$ cat src/rtl/quad_enc_pkg.sv
// Shared definitions for the quadrature encoder generator.
//   enc_state_e : sequencing states (IDLE waits for a command, WAIT counts the
//                 inter-edge period, STEP applies one count).
//   phase_to_ab : maps the two low position bits to the {A,B} pair.
package quad_enc_pkg;

    typedef enum logic [1:0] {
        ST_IDLE = 2'd0,
        ST_WAIT = 2'd1,
        ST_STEP = 2'd2
    } enc_state_e;

    // Forward sequence of p = 0,1,2,3 gives (A,B) = 00,10,11,01, so A leads B.
    function automatic logic [1:0] phase_to_ab(input logic [1:0] p);
        return {p[1] ^ p[0], p[1]};
    endfunction

endpackage

$ cat src/rtl/enc_phase_out.sv
// Registered encoder output stage.
//   clk      : system clock
//   reset    : asynchronous active-high reset (outputs 3'b001, i.e. position 0)
//   pos_next : position value that the position register loads on this edge
//   enc_abz  : registered {A, B, Z}
// Fed from the next-position value so that enc_abz changes on the same edge
// as the position register.
module enc_phase_out
    import quad_enc_pkg::*;
(
    input  logic        clk,
    input  logic        reset,
    input  logic [15:0] pos_next,
    output logic [2:0]  enc_abz
);

    // Phase/index register: A/B from the low position bits, Z while at zero.
    always_ff @(posedge clk or posedge reset) begin
        if (reset) begin
            enc_abz <= 3'b001;
        end else begin
            enc_abz <= {phase_to_ab(pos_next[1:0]), (pos_next == 16'd0)};
        end
    end

endmodule

$ cat src/rtl/quad_enc_gen.sv
// Quadrature encoder signal generator.
//   clk        : system clock, rising edge
//   reset      : asynchronous active-high reset
//   cmd_valid  : command offered
//   cmd_ready  : command can be accepted (IDLE and no abort)
//   cmd_steps  : signed count delta, positive = forward
//   cmd_period : clocks per count edge (clamped to MIN_PERIOD)
//   abort      : synchronous stop request
//   enc_abz    : registered {A, B, Z}
//   position   : registered count, 0..COUNTS_PER_REV-1
//   busy       : registered, high while a command is in progress
//   done       : registered one-cycle pulse on normal completion
module quad_enc_gen
    import quad_enc_pkg::*;
#(
    parameter int COUNTS_PER_REV = 2048,
    parameter int MIN_PERIOD     = 2
) (
    input  logic        clk,
    input  logic        reset,
    input  logic        cmd_valid,
    output logic        cmd_ready,
    input  logic [15:0] cmd_steps,
    input  logic [15:0] cmd_period,
    input  logic        abort,
    output logic [2:0]  enc_abz,
    output logic [15:0] position,
    output logic        busy,
    output logic        done
);

    localparam logic [15:0] POS_MAX = 16'(COUNTS_PER_REV - 1);
    localparam logic [15:0] MIN_P   = 16'(MIN_PERIOD);

    enc_state_e  state_r, state_nxt_s;
    logic [15:0] cnt_r, cnt_nxt_s;
    logic [15:0] mag_r, mag_nxt_s;
    logic [15:0] period_r, period_nxt_s;
    logic        dir_r, dir_nxt_s;
    logic [15:0] position_r, pos_nxt_s;
    logic        busy_r, done_r, done_nxt_s;
    logic [15:0] period_clamp_s;
    logic [15:0] steps_mag_s;

    // One count in the requested direction with wrap at the revolution ends.
    function automatic logic [15:0] step_pos(input logic [15:0] p, input logic rev);
        if (rev) begin
            return (p == 16'd0) ? POS_MAX : (p - 16'd1);
        end else begin
            return (p == POS_MAX) ? 16'd0 : (p + 16'd1);
        end
    endfunction

    assign cmd_ready = (state_r == ST_IDLE) && !abort;
    assign position  = position_r;
    assign busy      = busy_r;
    assign done      = done_r;

    // Command decode: clamped period and 16-bit unsigned magnitude
    // (-32768 yields 32768 since 16'd0 - 16'h8000 == 16'h8000).
    always_comb begin
        period_clamp_s = (cmd_period < MIN_P) ? MIN_P : cmd_period;
        steps_mag_s    = cmd_steps[15] ? (16'd0 - cmd_steps) : cmd_steps;
    end

    // Next-state and datapath decisions.
    always_comb begin
        state_nxt_s  = state_r;
        cnt_nxt_s    = cnt_r;
        mag_nxt_s    = mag_r;
        period_nxt_s = period_r;
        dir_nxt_s    = dir_r;
        pos_nxt_s    = position_r;
        done_nxt_s   = 1'b0;
        case (state_r)
            ST_IDLE: begin
                if (cmd_valid && cmd_ready) begin
                    period_nxt_s = period_clamp_s;
                    mag_nxt_s    = steps_mag_s;
                    dir_nxt_s    = cmd_steps[15];
                    if (steps_mag_s == 16'd0) begin
                        done_nxt_s = 1'b1;
                    end else begin
                        state_nxt_s = ST_WAIT;
                        cnt_nxt_s   = period_clamp_s;
                    end
                end else begin
                    state_nxt_s = ST_IDLE;
                end
            end
            ST_WAIT: begin
                if (abort) begin
                    state_nxt_s = ST_IDLE;
                end else begin
                    cnt_nxt_s = cnt_r - 16'd1;
                    // Leaving at count 2 -> 1 puts the edge P clocks after load.
                    if (cnt_r <= 16'd2) begin
                        state_nxt_s = ST_STEP;
                    end else begin
                        state_nxt_s = ST_WAIT;
                    end
                end
            end
            ST_STEP: begin
                // The count is applied even when abort coincides.
                pos_nxt_s = step_pos(position_r, dir_r);
                mag_nxt_s = mag_r - 16'd1;
                if (abort) begin
                    state_nxt_s = ST_IDLE;
                end else if (mag_r == 16'd1) begin
                    state_nxt_s = ST_IDLE;
                    done_nxt_s  = 1'b1;
                end else begin
                    state_nxt_s = ST_WAIT;
                    cnt_nxt_s   = period_r;
                end
            end
            default: begin
                state_nxt_s = ST_IDLE;
            end
        endcase
    end

    // State, counters and registered outputs.
    always_ff @(posedge clk or posedge reset) begin
        if (reset) begin
            state_r    <= ST_IDLE;
            cnt_r      <= 16'd0;
            mag_r      <= 16'd0;
            period_r   <= 16'd0;
            dir_r      <= 1'b0;
            position_r <= 16'd0;
            busy_r     <= 1'b0;
            done_r     <= 1'b0;
        end else begin
            state_r    <= state_nxt_s;
            cnt_r      <= cnt_nxt_s;
            mag_r      <= mag_nxt_s;
            period_r   <= period_nxt_s;
            dir_r      <= dir_nxt_s;
            position_r <= pos_nxt_s;
            busy_r     <= (state_nxt_s != ST_IDLE);
            done_r     <= done_nxt_s;
        end
    end

    enc_phase_out u_phase (
        .clk      (clk),
        .reset    (reset),
        .pos_next (pos_nxt_s),
        .enc_abz  (enc_abz)
    );

endmodule

$ cat config.mk
export PLATFORM = sky130hd
export DESIGN_NAME = quad_enc_gen
export DESIGN_NICKNAME = d
export VERILOG_FILES = /design/src/rtl/quad_enc_pkg.sv /design/src/rtl/enc_phase_out.sv /design/src/rtl/quad_enc_gen.sv
export SDC_FILE = /design/constraint.sdc
export NUM_CORES = 1
export LEC_CHECK = 0
export ABC_AREA = 1
export BUFFER_PORTS_ARGS = -buffer_cell sky130_fd_sc_hd__buf_2
export CORE_ASPECT_RATIO = 1.75
export CORE_UTILIZATION = 48
export DETAILED_ROUTE_END_ITERATION = 6
export PLACE_DENSITY = 0.68
export SYNTH_ARGS = -nofsm -noshare
export SYNTH_HDL_FRONTEND = slang
export SYNTH_SLANG_ARGS = --single-unit
$ cat constraint.sdc
create_clock -name clk -period 2.5 [get_ports clk]
set_clock_uncertainty 0.1 [all_clocks]
set_input_delay 0.125 -clock clk [delete_from_list [all_inputs] [get_ports clk]]
set_output_delay 0.125 -clock clk [all_outputs]
set_load 0.1 [all_outputs]
* Yosys cells after proc, flatten, opt, wreduce, memory -nomap -nowiden
Index checks and enable logic that the tools add are counted.
** Operators by class
- Magnitude comparators :: 2
- Bitwise operators :: 1
- Mux-type cells :: 26
- Add/sub/neg operators :: 5
- Eq/ne operators :: 9
- Reduce and logical (&&, ||, !) cells :: 13
** Operator list (count)
- 16-bit two-way mux :: 12
- 16-bit zero test :: 3
- 16-bit one-hot mux with 3 select lines :: 1
- 16-bit by 1-bit subtractor with 16-bit output (second input constant) :: 3
- 16-bit one-hot mux with 2 select lines :: 1
- 16-bit by 1-bit adder with 16-bit output (second input constant) :: 1
- 16-bit by 1-bit equality test with 1-bit output (second input constant) :: 1
- 16-bit by 11-bit equality test with 1-bit output (second input constant) :: 1
- 16-bit by 2-bit <= comparator with 1-bit output (second input constant) :: 1
- 16-bit by 2-bit less-than comparator with 1-bit output (second input constant) :: 1
- 1-bit by 16-bit subtractor with 16-bit output (first input constant) :: 1
- 2-bit two-way mux :: 4
- 2-bit != test (second input constant) :: 4
- 1-bit two-way mux :: 6
- 2-bit one-hot mux with 3 select lines :: 1
- 6-bit AND reduction :: 1
- 2-bit AND reduction :: 2
- 2-bit nonzero test :: 2
- 3-bit nonzero test :: 1
- 2-bit by 1-bit equality test with 1-bit output (second input constant) :: 1
- 2-bit equality test (second input constant) :: 1
- 1-bit logical AND :: 2
- 2-bit zero test :: 1
- 2-bit by 1-bit != test with 1-bit output (second input constant) :: 1
- other kinds (3) :: 3
** Storage, ports and cells
- Logic and storage cells :: 65
- Register bits :: 72
- Input port bits :: 36
- Output and inout port bits :: 22

* Depth between registers and ports, before layout
Gate-level depths: netlist of the first run.
- Depth after elaboration :: 7
- Gate-level depth with buffers :: 17
- Gate-level depth less buffers :: 17

* Cells and area by module
A second synthesis of the first run with hierarchy kept.
** Unflattened totals
- Cell total of the unflattened synthesis :: 808
- Area total of the unflattened synthesis :: 5520.3 sq um
** By module, submodules not included
- quad_enc_gen :: cells each 777, seq. area each 1726.7 sq um, times used 1, area an instance 5323.9 sq um
- enc_phase_out :: cells each 31, seq. area each 76.3 sq um, times used 1, area an instance 196.4 sq um

* Worst setup path before layout of the first run
Ideal clock, no wire load.
- Path type :: register to register
- Start :: reg state_r[0]
- End :: reg cnt_r[9]
- Data arrival time :: 3.033 ns
- Required time :: 2.277 ns
- Cell stages (with the launch flop) :: 13
- Path slack :: -0.756 ns
- Period minus slack after synthesis :: 3.256 ns
- Library setup time :: 0.123 ns
- Buffers on the path :: 1
- Path through :: dfrtp_1 > inv_1 > ha_1 > inv_1 > nor2_1 > nand2_1 > clkinv_1 > o2111ai_1 > inv_1 > nand2_4 > buf_12 > nand2_2 > o21ai_2
** Between the ends
- Longest elaborated chain between the ends :: 5
- Elaborated cells on any way between the ends :: 13
- Classes of those cells :: eq/ne: 7; mux: 1; reduce/logical: 5
** RTL lines
- start, declared :: line quad_enc_gen.sv:35 : enc_state_e state_r, state_nxt_s;
- start signal, assigned :: line quad_enc_gen.sv:136 : state_r <= state_nxt_s;
- 2-bit zero test :: line quad_enc_gen.sv:54 : assign cmd_ready = (state_r == ST_IDLE) && !abort;
- 1-bit logical AND :: line quad_enc_gen.sv:54
- named net cmd_ready :: line quad_enc_gen.sv:22 : output logic cmd_ready,
- 1-bit logical AND :: line quad_enc_gen.sv:77 : if (cmd_valid && cmd_ready) begin
- 2-bit by 1-bit != test with 1-bit output (no line)
- 6-bit AND reduction (no line)
- end signal, assigned :: line quad_enc_gen.sv:137 : cnt_r <= cnt_nxt_s;
- end, declared :: line quad_enc_gen.sv:36 : logic [15:0] cnt_r, cnt_nxt_s;
The timed path passes the listed nets, and every way through them passes these cells.
A chain may end at the register's enable or synchronous reset.

==> report_table.html, run 1 <==
<table>
<tr><th>Metric</th><th>Value</th></tr>
<tr><th colspan="2">Power</th></tr>
<tr><td>Max IR drop VDD</td><td>between 0.0003 and 0.0004 V</td></tr>
<tr><td>Power density relative to cell area</td><td>687 nW/µm²</td></tr>
<tr><td>Leakage power summed over all cells</td><td>about 3.6 nW</td></tr>
<tr><th colspan="2">Outcome</th></tr>
<tr><td>Violated checks</td><td>DRC</td></tr>
<tr><td>Outcome</td><td>finished, violations left</td></tr>
<tr><th colspan="2">Layout</th></tr>
<tr><td>Layout cell share with drive strength beyond 1</td><td>0.192</td></tr>
<tr><td>Post-layout util</td><td>0.581</td></tr>
<tr><td>Final Instance Count excl. Fillers</td><td>1107</td></tr>
<tr><td>Antenna diodes</td><td>0</td></tr>
<tr><td>Number of nets in the layout</td><td>1017</td></tr>
<tr><td>Layout area overhead</td><td>17.9%</td></tr>
<tr><th colspan="2">Setup path</th></tr>
<tr><td>Reg2Reg Launch Point</td><td>u_phase.enc_abz[1]</td></tr>
<tr><td>R2r setup slk</td><td>150 ps</td></tr>
<tr><td>Req. time, crit path</td><td>2660 ps</td></tr>
<tr><td>Critical path endpoint category</td><td>flop</td></tr>
<tr><td>Capturing instance or port of the critical path</td><td>u_phase.enc_abz[0]</td></tr>
<tr><td>Startpoint of the worst setup timing path</td><td>u_phase.enc_abz[1]</td></tr>
<tr><td>Length in cells of the worst reg-to-reg path</td><td>17</td></tr>
<tr><td>Crit path max fanout</td><td>6</td></tr>
<tr><td>Reg-to-reg endpoint</td><td>u_phase.enc_abz[0]</td></tr>
<tr><td>Startpoint-to-endpoint class of the critical path</td><td>flop to flop</td></tr>
<tr><td>Type of element launching the critical path</td><td>flop</td></tr>
<tr><td>Arrival @ worst endpoint</td><td>between 2000 and 3000 ps</td></tr>
<tr><th colspan="2">Logic synthesis</th></tr>
<tr><td>Syn nets</td><td>939</td></tr>
<tr><td>Synth Register Bits</td><td>71</td></tr>
<tr><td>Area share of fa/ha/maj cells after synthesis</td><td>0.0307</td></tr>
<tr><td>Portion of netlist area occupied by mux cells</td><td>0</td></tr>
<tr><td>Post-synthesis cell area</td><td>5710 µm²</td></tr>
<tr><td>Simple logic cell fraction of the synthesized area</td><td>0.380</td></tr>
<tr><td>Post-synthesis compound-gate area fraction</td><td>0.152</td></tr>
<tr><td>Post-Synthesis Mean Instance Area</td><td>6.42 µm²</td></tr>
<tr><td>Number of flops mapped to enable cells by yosys</td><td>0</td></tr>
<tr><td>Fraction of registers with async set/reset</td><td>1.00</td></tr>
<tr><td>Unique cell type count in the Yosys netlist</td><td>47</td></tr>
<tr><td>Warning count from the yosys run</td><td>0</td></tr>
<tr><td>Sequential fraction of the synthesis area</td><td>0.311</td></tr>
<tr><td>Dominant combinational cell family by area after synthesis</td><td>simple AND/OR/NAND/NOR gates</td></tr>
<tr><td>XOR/XNOR Fraction of Synth Area</td><td>0.0169</td></tr>
<tr><td>Synthesized instance count</td><td>889</td></tr>
<tr><td>Leading register cell type out of synthesis</td><td>sky130_fd_sc_hd__dfrtp_1</td></tr>
<tr><th colspan="2">Min path</th></tr>
<tr><td>Worst min-delay path class</td><td>input port to flop</td></tr>
<tr><td>Worst Hold Launch</td><td>abort</td></tr>
<tr><th colspan="2">Clock network</th></tr>
<tr><td>TritonCTS clock tree</td><td>built</td></tr>
<tr><td>Number of buffers on the longest clock path</td><td>2</td></tr>
<tr><td>Clock transition at the registers of the reported paths</td><td>~60 ps</td></tr>
<tr><td>Clock insertion delay at the later pin of the skew report</td><td>340 ps</td></tr>
<tr><td>Number of clock buffers inserted by TritonCTS</td><td>9</td></tr>
<tr><td>Root buf cell</td><td>sky130_fd_sc_hd__clkbuf_16</td></tr>
<tr><td>H-tree depth</td><td>3</td></tr>
<tr><td>Sink count of the clock tree</td><td>71</td></tr>
<tr><th colspan="2">STA</th></tr>
<tr><td>Count of final hold-check violations</td><td>0</td></tr>
<tr><td>Post-layout minimum cycle time</td><td>between 2000 and 2500 ps</td></tr>
<tr><td>Transition time at the pin with the least slew margin</td><td>572 ps</td></tr>
<tr><td>Max Slew Vio Count</td><td>0</td></tr>
<tr><td>Slew HR</td><td>0.619</td></tr>
<tr><td>Upper clock frequency limit</td><td>around 430 MHz</td></tr>
<tr><td>Share of the clock period used by the worst path after layout</td><td>0.938</td></tr>
<tr><td>Final number of setup-violating endpoints</td><td>0</td></tr>
<tr><td>Unrepaired setup endpoints after global routing</td><td>false</td></tr>
<tr><td>Sum Neg Setup Slack</td><td>0 ps</td></tr>
<tr><td>Worst hold margin</td><td>12.4 ps</td></tr>
<tr><th colspan="2">Placed design</th></tr>
<tr><td>Buffers added on ports</td><td>57</td></tr>
<tr><td>Detailed Place HPWL</td><td>approximately 11000 µm</td></tr>
<tr><td>Post-placement cell count</td><td>1073</td></tr>
<tr><td>Weighted congestion reported at the end of routability-driven placement</td><td>around 0.91</td></tr>
<tr><th colspan="2">Job</th></tr>
<tr><td>Max Cap Violations</td><td>0</td></tr>
<tr><th colspan="2">GRT</th></tr>
<tr><td>Maximum number of pins on one net before global-route repair</td><td>72</td></tr>
<tr><td>Number of antenna violations at the first check in global routing</td><td>0</td></tr>
<tr><td>Total global routing track utilization</td><td>0.263</td></tr>
<tr><td>Vias in the first global route</td><td>approximately 5500</td></tr>
<tr><td>Total overflow reported by the global router</td><td>0</td></tr>
<tr><td>First-pass GRT wire length</td><td>25800 µm</td></tr>
<tr><th colspan="2">Floorplanning</th></tr>
<tr><td>Die width</td><td>between 80 and 90 µm</td></tr>
<tr><td>Number of primary I/O pins</td><td>between 50 and 60</td></tr>
<tr><td>Starting Density</td><td>0.493</td></tr>
<tr><td>Full die area</td><td>12400 µm²</td></tr>
<tr><td>Site row count</td><td>52</td></tr>
<tr><td>Core area</td><td>11600 µm²</td></tr>
<tr><td>Y dimension of the die</td><td>146 µm</td></tr>
<tr><th colspan="2">Routing</th></tr>
<tr><td>Routed wire length per instance</td><td>14.0 µm</td></tr>
<tr><td>DRC violation count after routing</td><td>4</td></tr>
<tr><td>Vias/cell</td><td>5.26</td></tr>
<tr><td>Total via count after detailed routing</td><td>between 5000 and 6000</td></tr>
<tr><td>Number of design-rule violations left by the first detailed-router iteration</td><td>334</td></tr>
<tr><td>Post-detailed-route count of antenna-violating nets</td><td>0</td></tr>
<tr><td>Aggregate routed wire length</td><td>roughly 15000 µm</td></tr>
<tr><td>Count of TritonRoute iterations in the first routing pass</td><td>7</td></tr>
</table>
[cell type report]
type,count,area (µm²)
clock buffers,10,229
clock inverters,6,68.8
fillers,1148,4850
inverters,118,443
multi-input cells,671,3370
flip-flops and latches,71,1800
well taps,135,169
repair buffers,96,656
[cells by family after synthesis]
kind of cell,after synthesis
simple gates,497
compound gates,149
buf+inv,147
flops,71
fa+ha+maj,14
xor+xnor,11
[how the worst min path moves through the flow]
stage,depth (start not counted),endpoint
floorplan,1,done
global placement,3,mag_r[5]
detailed placement,3,mag_r[5]
CTS,2,done
global route,2,done
finish,2,done
[layout by cell type, fill, tap and decap left out, types with 10 or more instances in the layout]
cell / n
sky130_fd_sc_hd__a21oi_1: 33
sky130_fd_sc_hd__o21ai_2: 17
sky130_fd_sc_hd__o21ai_0: 67
sky130_fd_sc_hd__nor2_1: 90
sky130_fd_sc_hd__nand4_1: 15
sky130_fd_sc_hd__dfrtp_1: 54
sky130_fd_sc_hd__inv_1: 110
sky130_fd_sc_hd__nor2_2: 12
sky130_fd_sc_hd__dlygate4sd3_1: 16
sky130_fd_sc_hd__buf_2: 57
sky130_fd_sc_hd__ha_1: 10
sky130_fd_sc_hd__nand3_1: 67
sky130_fd_sc_hd__buf_4: 20
sky130_fd_sc_hd__nand2_2: 22
sky130_fd_sc_hd__nand2_1: 258
sky130_fd_sc_hd__nor3_1: 10
sky130_fd_sc_hd__dfrtp_2: 16
[stage by stage]
step / setup slack, ps / power (W) / area, µm²
4_1_cts: 111 / 0.00464 / 6710
2_1_floorplan: -74.8 / 0.00290 / 5780
5_1_grt: 18.5 / 0.00494 / 6730
3_5_place_dp: 146 / 0.00332 / 6250
6_report: 154 / 0.00463 / 6730
3_3_place_gp: 227 / 0.00330 / 6250
[sequential cells by signal (all words and copies together) (netlist names)]
signal,cells
u_phase.enc_abz,3
period_r,16
position,15
mag_r,16
busy,1
done,1
cnt_r,16
dir_r,1
state_r,2
[repair_timing]
| item | CTS | global route |
|---|---|---|
| hold buffers | 16 | 0 |
| resized for setup | 0 | 3 |
| buffers inserted | 0 | 2 |
| endpoints found under the setup margin | 0 | 1 |
| hold endpoints to repair | 85 | 0 |
[cells in the mapped netlist (2+ instances only)]
cell / n / area share
sky130_fd_sc_hd__a21oi_1: 34 / 0.030
sky130_fd_sc_hd__a31oi_1: 2 / 0.0022
sky130_fd_sc_hd__buf_1: 2 / 0.0013
sky130_fd_sc_hd__buf_12: 3 / 0.011
sky130_fd_sc_hd__buf_2: 5 / 0.0044
sky130_fd_sc_hd__clkbuf_1: 17 / 0.011
sky130_fd_sc_hd__clkinv_1: 3 / 0.0020
sky130_fd_sc_hd__dfrtp_1: 70 / 0.31
sky130_fd_sc_hd__ha_1: 14 / 0.031
sky130_fd_sc_hd__inv_1: 113 / 0.074
sky130_fd_sc_hd__inv_2: 2 / 0.0013
sky130_fd_sc_hd__nand2_1: 259 / 0.17
sky130_fd_sc_hd__nand2_2: 22 / 0.024
sky130_fd_sc_hd__nand2_4: 2 / 0.0039
sky130_fd_sc_hd__nand3_1: 67 / 0.059
sky130_fd_sc_hd__nand3_2: 4 / 0.0070
sky130_fd_sc_hd__nand3b_1: 4 / 0.0053
sky130_fd_sc_hd__nand4_1: 15 / 0.016
sky130_fd_sc_hd__nor2_1: 94 / 0.062
sky130_fd_sc_hd__nor2_2: 9 / 0.0099
sky130_fd_sc_hd__nor2_4: 2 / 0.0039
sky130_fd_sc_hd__nor3_1: 11 / 0.0096
sky130_fd_sc_hd__nor4_1: 4 / 0.0044
sky130_fd_sc_hd__o211ai_1: 3 / 0.0039
sky130_fd_sc_hd__o21ai_0: 69 / 0.060
sky130_fd_sc_hd__o21ai_1: 6 / 0.0053
sky130_fd_sc_hd__o21ai_2: 17 / 0.026
sky130_fd_sc_hd__o21bai_1: 3 / 0.0039
sky130_fd_sc_hd__o22ai_1: 4 / 0.0044
sky130_fd_sc_hd__o31ai_1: 3 / 0.0039
sky130_fd_sc_hd__xnor2_1: 3 / 0.0046
sky130_fd_sc_hd__xor2_1: 8 / 0.012
[layer usage]
metal,wire length [µm],track usage
met1,6220,0.302
met2,8210,0.481
met3,444,0.0328
met4,588,0.122
met5,0,0
[report_power, final]
| part | leakage (nW) | internal, W | total (W) | switching, W |
|---|---|---|---|---|
| combinational | 2.55 | 0.000583 | 0.00173 | 0.00115 |
| clock | 0.131 | 0.000776 | 0.00129 | 0.000515 |
| sequential | 0.883 | 0.00137 | 0.00161 | 0.000231 |
| total | 3.56 | 0.00273 | 0.00463 | 0.00189 |
[worst max-delay path: stages (launching register included)]
cell                      delay [ps]
sky130_fd_sc_hd__dfrtp_2         440
sky130_fd_sc_hd__ha_4            160
sky130_fd_sc_hd__nand2_4          80
sky130_fd_sc_hd__nor2_4          150
sky130_fd_sc_hd__nand2_2          70
sky130_fd_sc_hd__nor2_2          120
sky130_fd_sc_hd__nor2_2           50
sky130_fd_sc_hd__and2_0          130
sky130_fd_sc_hd__o21ai_0         150
sky130_fd_sc_hd__o21ai_1         110
sky130_fd_sc_hd__inv_1            70
sky130_fd_sc_hd__ha_2            160
sky130_fd_sc_hd__inv_1            40
sky130_fd_sc_hd__a21oi_2         100
sky130_fd_sc_hd__nand2_1          50
sky130_fd_sc_hd__nor2_1           80
sky130_fd_sc_hd__nand3_1          80
sky130_fd_sc_hd__nor3_2          130
No activity file was read; power rests on OpenSTA's default activity.
==> run 2, diff against run 1 <==
--- a/config.mk
+++ b/config.mk
@@ -11,6 +11,7 @@
 export CORE_UTILIZATION = 48
 export DETAILED_ROUTE_END_ITERATION = 6
 export PLACE_DENSITY = 0.68
+export SETUP_SLACK_MARGIN = 0.4
 export SYNTH_ARGS = -nofsm -noshare
 export SYNTH_HDL_FRONTEND = slang
 export SYNTH_SLANG_ARGS = --single-unit
==> constraint.sdc (replaced) <==
create_clock -name clk -period 2.5 [get_ports clk]
set_clock_uncertainty 0.1 [all_clocks]
set_input_delay 0.25 -clock clk [delete_from_list [all_inputs] [get_ports clk]]
set_output_delay 0.25 -clock clk [all_outputs]
set_load 0.1 [all_outputs]
==> run 2 against run 1 <==
Clock power about the same. Wire length rose by 7.1%. Register-to-register slack better by 30 ps. Core utilization up 1.9 points. Global-route usage is 1.3 points higher. The run still ends with DRC left. Cell count is essentially flat. Critical path type unchanged.
==> report_table.html, run 2 (synthesis results as in run 1) <==
<table>
<tr><th>Metric</th><th>Value</th></tr>
<tr><th colspan="2">Setup path</th></tr>
<tr><td>Crit path max-delay cell type</td><td>sky130_fd_sc_hd__dfrtp_2</td></tr>
<tr><td>Req. time, crit path</td><td>around 2700 ps</td></tr>
<tr><td>Buffer and inverter count on the worst path</td><td>1</td></tr>
<tr><td>Startpoint-to-endpoint class of the critical path</td><td>flop to flop</td></tr>
<tr><td>Critical path endpoint category</td><td>flop</td></tr>
<tr><td>Arrival @ worst endpoint</td><td>2480 ps</td></tr>
<tr><td>Cell breakdown of the critical path</td><td>ha_4 -&gt; nand2_4 -&gt; nor3_4 -&gt; a31oi_1 -&gt; or3_1 -&gt; o21ai_2 -&gt; ha_4 -&gt; inv_1 -&gt; a21oi_1 -&gt; nand2_1 -&gt; nor2_1 -&gt; nand3_1 -&gt; nor3_2</td></tr>
<tr><td>Type of element launching the critical path</td><td>flop</td></tr>
<tr><td>Worst path most repeated cell</td><td>sky130_fd_sc_hd__ha_4</td></tr>
<tr><td>Critical path's top delay family</td><td>simple AND/OR/NAND/NOR gates</td></tr>
<tr><td>Crit path max fanout</td><td>6</td></tr>
<tr><td>Maximum cell stage delay along the critical path</td><td>420 ps</td></tr>
<tr><th colspan="2">Placed design</th></tr>
<tr><td>Detailed Place HPWL</td><td>11800 µm</td></tr>
<tr><td>Placed Area</td><td>6280 µm²</td></tr>
<tr><td>Buffers added on ports</td><td>between 50 and 60</td></tr>
<tr><td>Weighted congestion reported at the end of routability-driven placement</td><td>0.960</td></tr>
<tr><td>Post-placement cell count</td><td>1070</td></tr>
<tr><th colspan="2">Power</th></tr>
<tr><td>Power density relative to cell area</td><td>695 nW/µm²</td></tr>
<tr><td>Post-layout total power</td><td>between 0.004 and 0.005 W</td></tr>
<tr><td>Max IR drop VDD</td><td>0.000485 V</td></tr>
<tr><td>Leakage power summed over all cells</td><td>3.65 nW</td></tr>
<tr><th colspan="2">Floorplanning</th></tr>
<tr><td>Starting Density</td><td>0.493</td></tr>
<tr><td>Number of primary I/O pins</td><td>58</td></tr>
<tr><td>Y dimension of the die</td><td>~150 µm</td></tr>
<tr><td>Die width</td><td>84.4 µm</td></tr>
<tr><td>Site row count</td><td>between 50 and 60</td></tr>
<tr><td>Full die area</td><td>about 12000 µm²</td></tr>
<tr><td>Core area</td><td>between 10000 and 15000 µm²</td></tr>
<tr><th colspan="2">STA</th></tr>
<tr><td>Unrepaired setup endpoints after global routing</td><td>true</td></tr>
<tr><td>Upper clock frequency limit</td><td>432 MHz</td></tr>
<tr><td>Transition time at the pin with the least slew margin</td><td>684 ps</td></tr>
<tr><td>Max Slew Vio Count</td><td>0</td></tr>
<tr><td>Share of the clock period used by the worst path after layout</td><td>0.927</td></tr>
<tr><td>Final number of setup-violating endpoints</td><td>0</td></tr>
<tr><td>Post-layout minimum cycle time</td><td>2320 ps</td></tr>
<tr><td>Sum Neg Setup Slack</td><td>0 ps</td></tr>
<tr><td>Count of final hold-check violations</td><td>0</td></tr>
<tr><td>Slew HR</td><td>0.543</td></tr>
<tr><th colspan="2">Routing</th></tr>
<tr><td>Routed wire length per instance</td><td>about 15 µm</td></tr>
<tr><td>Count of TritonRoute iterations in the first routing pass</td><td>7</td></tr>
<tr><td>Post-detailed-route count of antenna-violating nets</td><td>0</td></tr>
<tr><td>DRC violation count after routing</td><td>4</td></tr>
<tr><td>Number of design-rule violations left by the first detailed-router iteration</td><td>approximately 270</td></tr>
<tr><td>Vias/cell</td><td>5.42</td></tr>
<tr><td>Total via count after detailed routing</td><td>~6000</td></tr>
<tr><td>Aggregate routed wire length</td><td>around 17000 µm</td></tr>
<tr><th colspan="2">Clock network</th></tr>
<tr><td>Clock transition at the registers of the reported paths</td><td>60 ps</td></tr>
<tr><td>TritonCTS clock tree</td><td>built</td></tr>
<tr><td>Sink count of the clock tree</td><td>71</td></tr>
<tr><td>Number of buffers on the longest clock path</td><td>2</td></tr>
<tr><td>Clock insertion delay at the later pin of the skew report</td><td>330 ps</td></tr>
<tr><td>H-tree depth</td><td>3</td></tr>
<tr><td>Root buf cell</td><td>sky130_fd_sc_hd__clkbuf_16</td></tr>
<tr><td>Number of clock buffers inserted by TritonCTS</td><td>9</td></tr>
<tr><th colspan="2">GRT</th></tr>
<tr><td>First-pass GRT wire length</td><td>26700 µm</td></tr>
<tr><td>Maximum number of pins on one net before global-route repair</td><td>33</td></tr>
<tr><td>Number of antenna violations at the first check in global routing</td><td>0</td></tr>
<tr><td>Total global routing track utilization</td><td>0.276</td></tr>
<tr><td>Vias in the first global route</td><td>5658</td></tr>
<tr><td>Total overflow reported by the global router</td><td>0</td></tr>
<tr><th colspan="2">Layout</th></tr>
<tr><td>Most used cells in the layout excluding fill and tap cells</td><td>sky130_fd_sc_hd__nand2_1 (253), sky130_fd_sc_hd__inv_1 (101), sky130_fd_sc_hd__nor2_1 (78)</td></tr>
<tr><td>Registers with the most flip-flops</td><td>cnt_r (16), mag_r (16), period_r (16)</td></tr>
<tr><td>Number of fill cells</td><td>1151</td></tr>
<tr><td>Antenna diodes</td><td>0</td></tr>
<tr><td>Number of nets in the layout</td><td>1018</td></tr>
<tr><td>Final Instance Count excl. Fillers</td><td>1108</td></tr>
<tr><td>Most common library cell in the layout ignoring fill and taps</td><td>sky130_fd_sc_hd__nand2_1</td></tr>
<tr><td>Layout area overhead</td><td>21.7%</td></tr>
<tr><td>Layout cell share with drive strength beyond 1</td><td>0.242</td></tr>
<tr><td>Layout Cell Area excl Fill</td><td>6950 µm²</td></tr>
<tr><th colspan="2">Outcome</th></tr>
<tr><td>Violated checks</td><td>DRC</td></tr>
<tr><td>Outcome</td><td>finished, violations left</td></tr>
<tr><th colspan="2">Job</th></tr>
<tr><td>Max Cap Violations</td><td>0</td></tr>
<tr><th colspan="2">Min path</th></tr>
<tr><td>Worst min-delay path class</td><td>input port to flop</td></tr>
</table>
## run 2: cell types whose count changed in the layout (fill, tap and decap cells not counted), moves of 5 or more
cell / change
sky130_fd_sc_hd__dlygate4sd3_1: -15
sky130_fd_sc_hd__buf_4: +12
sky130_fd_sc_hd__nor2_1: -12
sky130_fd_sc_hd__inv_1: -9
sky130_fd_sc_hd__nor2_2: +6
sky130_fd_sc_hd__nor2_4: +6
sky130_fd_sc_hd__inv_2: +5
sky130_fd_sc_hd__nand2_1: -5
## run 2: metal layers
layer / wire length [µm] / track usage
met1: 6480 / 0.300
met2: 8740 / 0.507
met3: 586 / 0.0367
met4: 753 / 0.159
met5: 0 / 0
## run 2: power breakdown
group | switching [W] | internal, W
clock network | 0.000509 | 0.000773
registers | 0.000253 | 0.00137
logic | 0.00122 | 0.000700
## run 2: path summary, 6_finish.rpt
kind | start | endpoint | slack [ps] | cells after the start
setup / recovery | u_phase.enc_abz[1] | u_phase.enc_abz[0] | 180 | 13
hold / removal | cmd_period[7] | period_r[7] | 40 | 3
setup reg to reg | u_phase.enc_abz[1] | u_phase.enc_abz[0] | 180 | 13
hold reg to reg | period_r[2] | period_r[2] | 380 | 2
max in group asynchronous | reset | position[2] | 1210 | 4
min in group asynchronous | reset | position[13] | 460 | 3
## run 2: tightest hold or removal path, stage by stage
cell and delay [ps]:
sky130_fd_sc_hd__buf_2 100, sky130_fd_sc_hd__nand2_1 50, sky130_fd_sc_hd__nand2_1 50
## run 2: repair_timing
action,4_1_cts,5_1_grt
endpoints found under the setup margin,5,26
gates resized for setup,5,38
cloned,1,0
endpoints found under the hold margin,26,0
hold buffers,1,0
pin swaps,0,7
setup buffers,8,12
## run 2: stage by stage
step,util,setup slack (ps),hold slack [ps]
floorplan,-,-74.8,258
global placement,0.543,176,280
detailed placement,0.543,109,282
CTS,0.578,197,34.7
global route,0.600,10.3,55.8
finish,0.600,183,42.1
## run 2: area by class of cell
| cell class | instances | area (µm²) | area share |
|---|---|---|---|
| Sequential cell | 71 | 1800 | 0.259 |
| Multi-Input combinational cell | 671 | 3550 | 0.510 |
| Clock buffer | 11 | 233 | 0.0335 |
| Timing Repair Buffer | 97 | 681 | 0.0979 |
| Tap cell | 135 | 169 | 0.0243 |
| Inverter | 118 | 462 | 0.0664 |
| Clock inverter | 5 | 58.8 | 0.00846 |
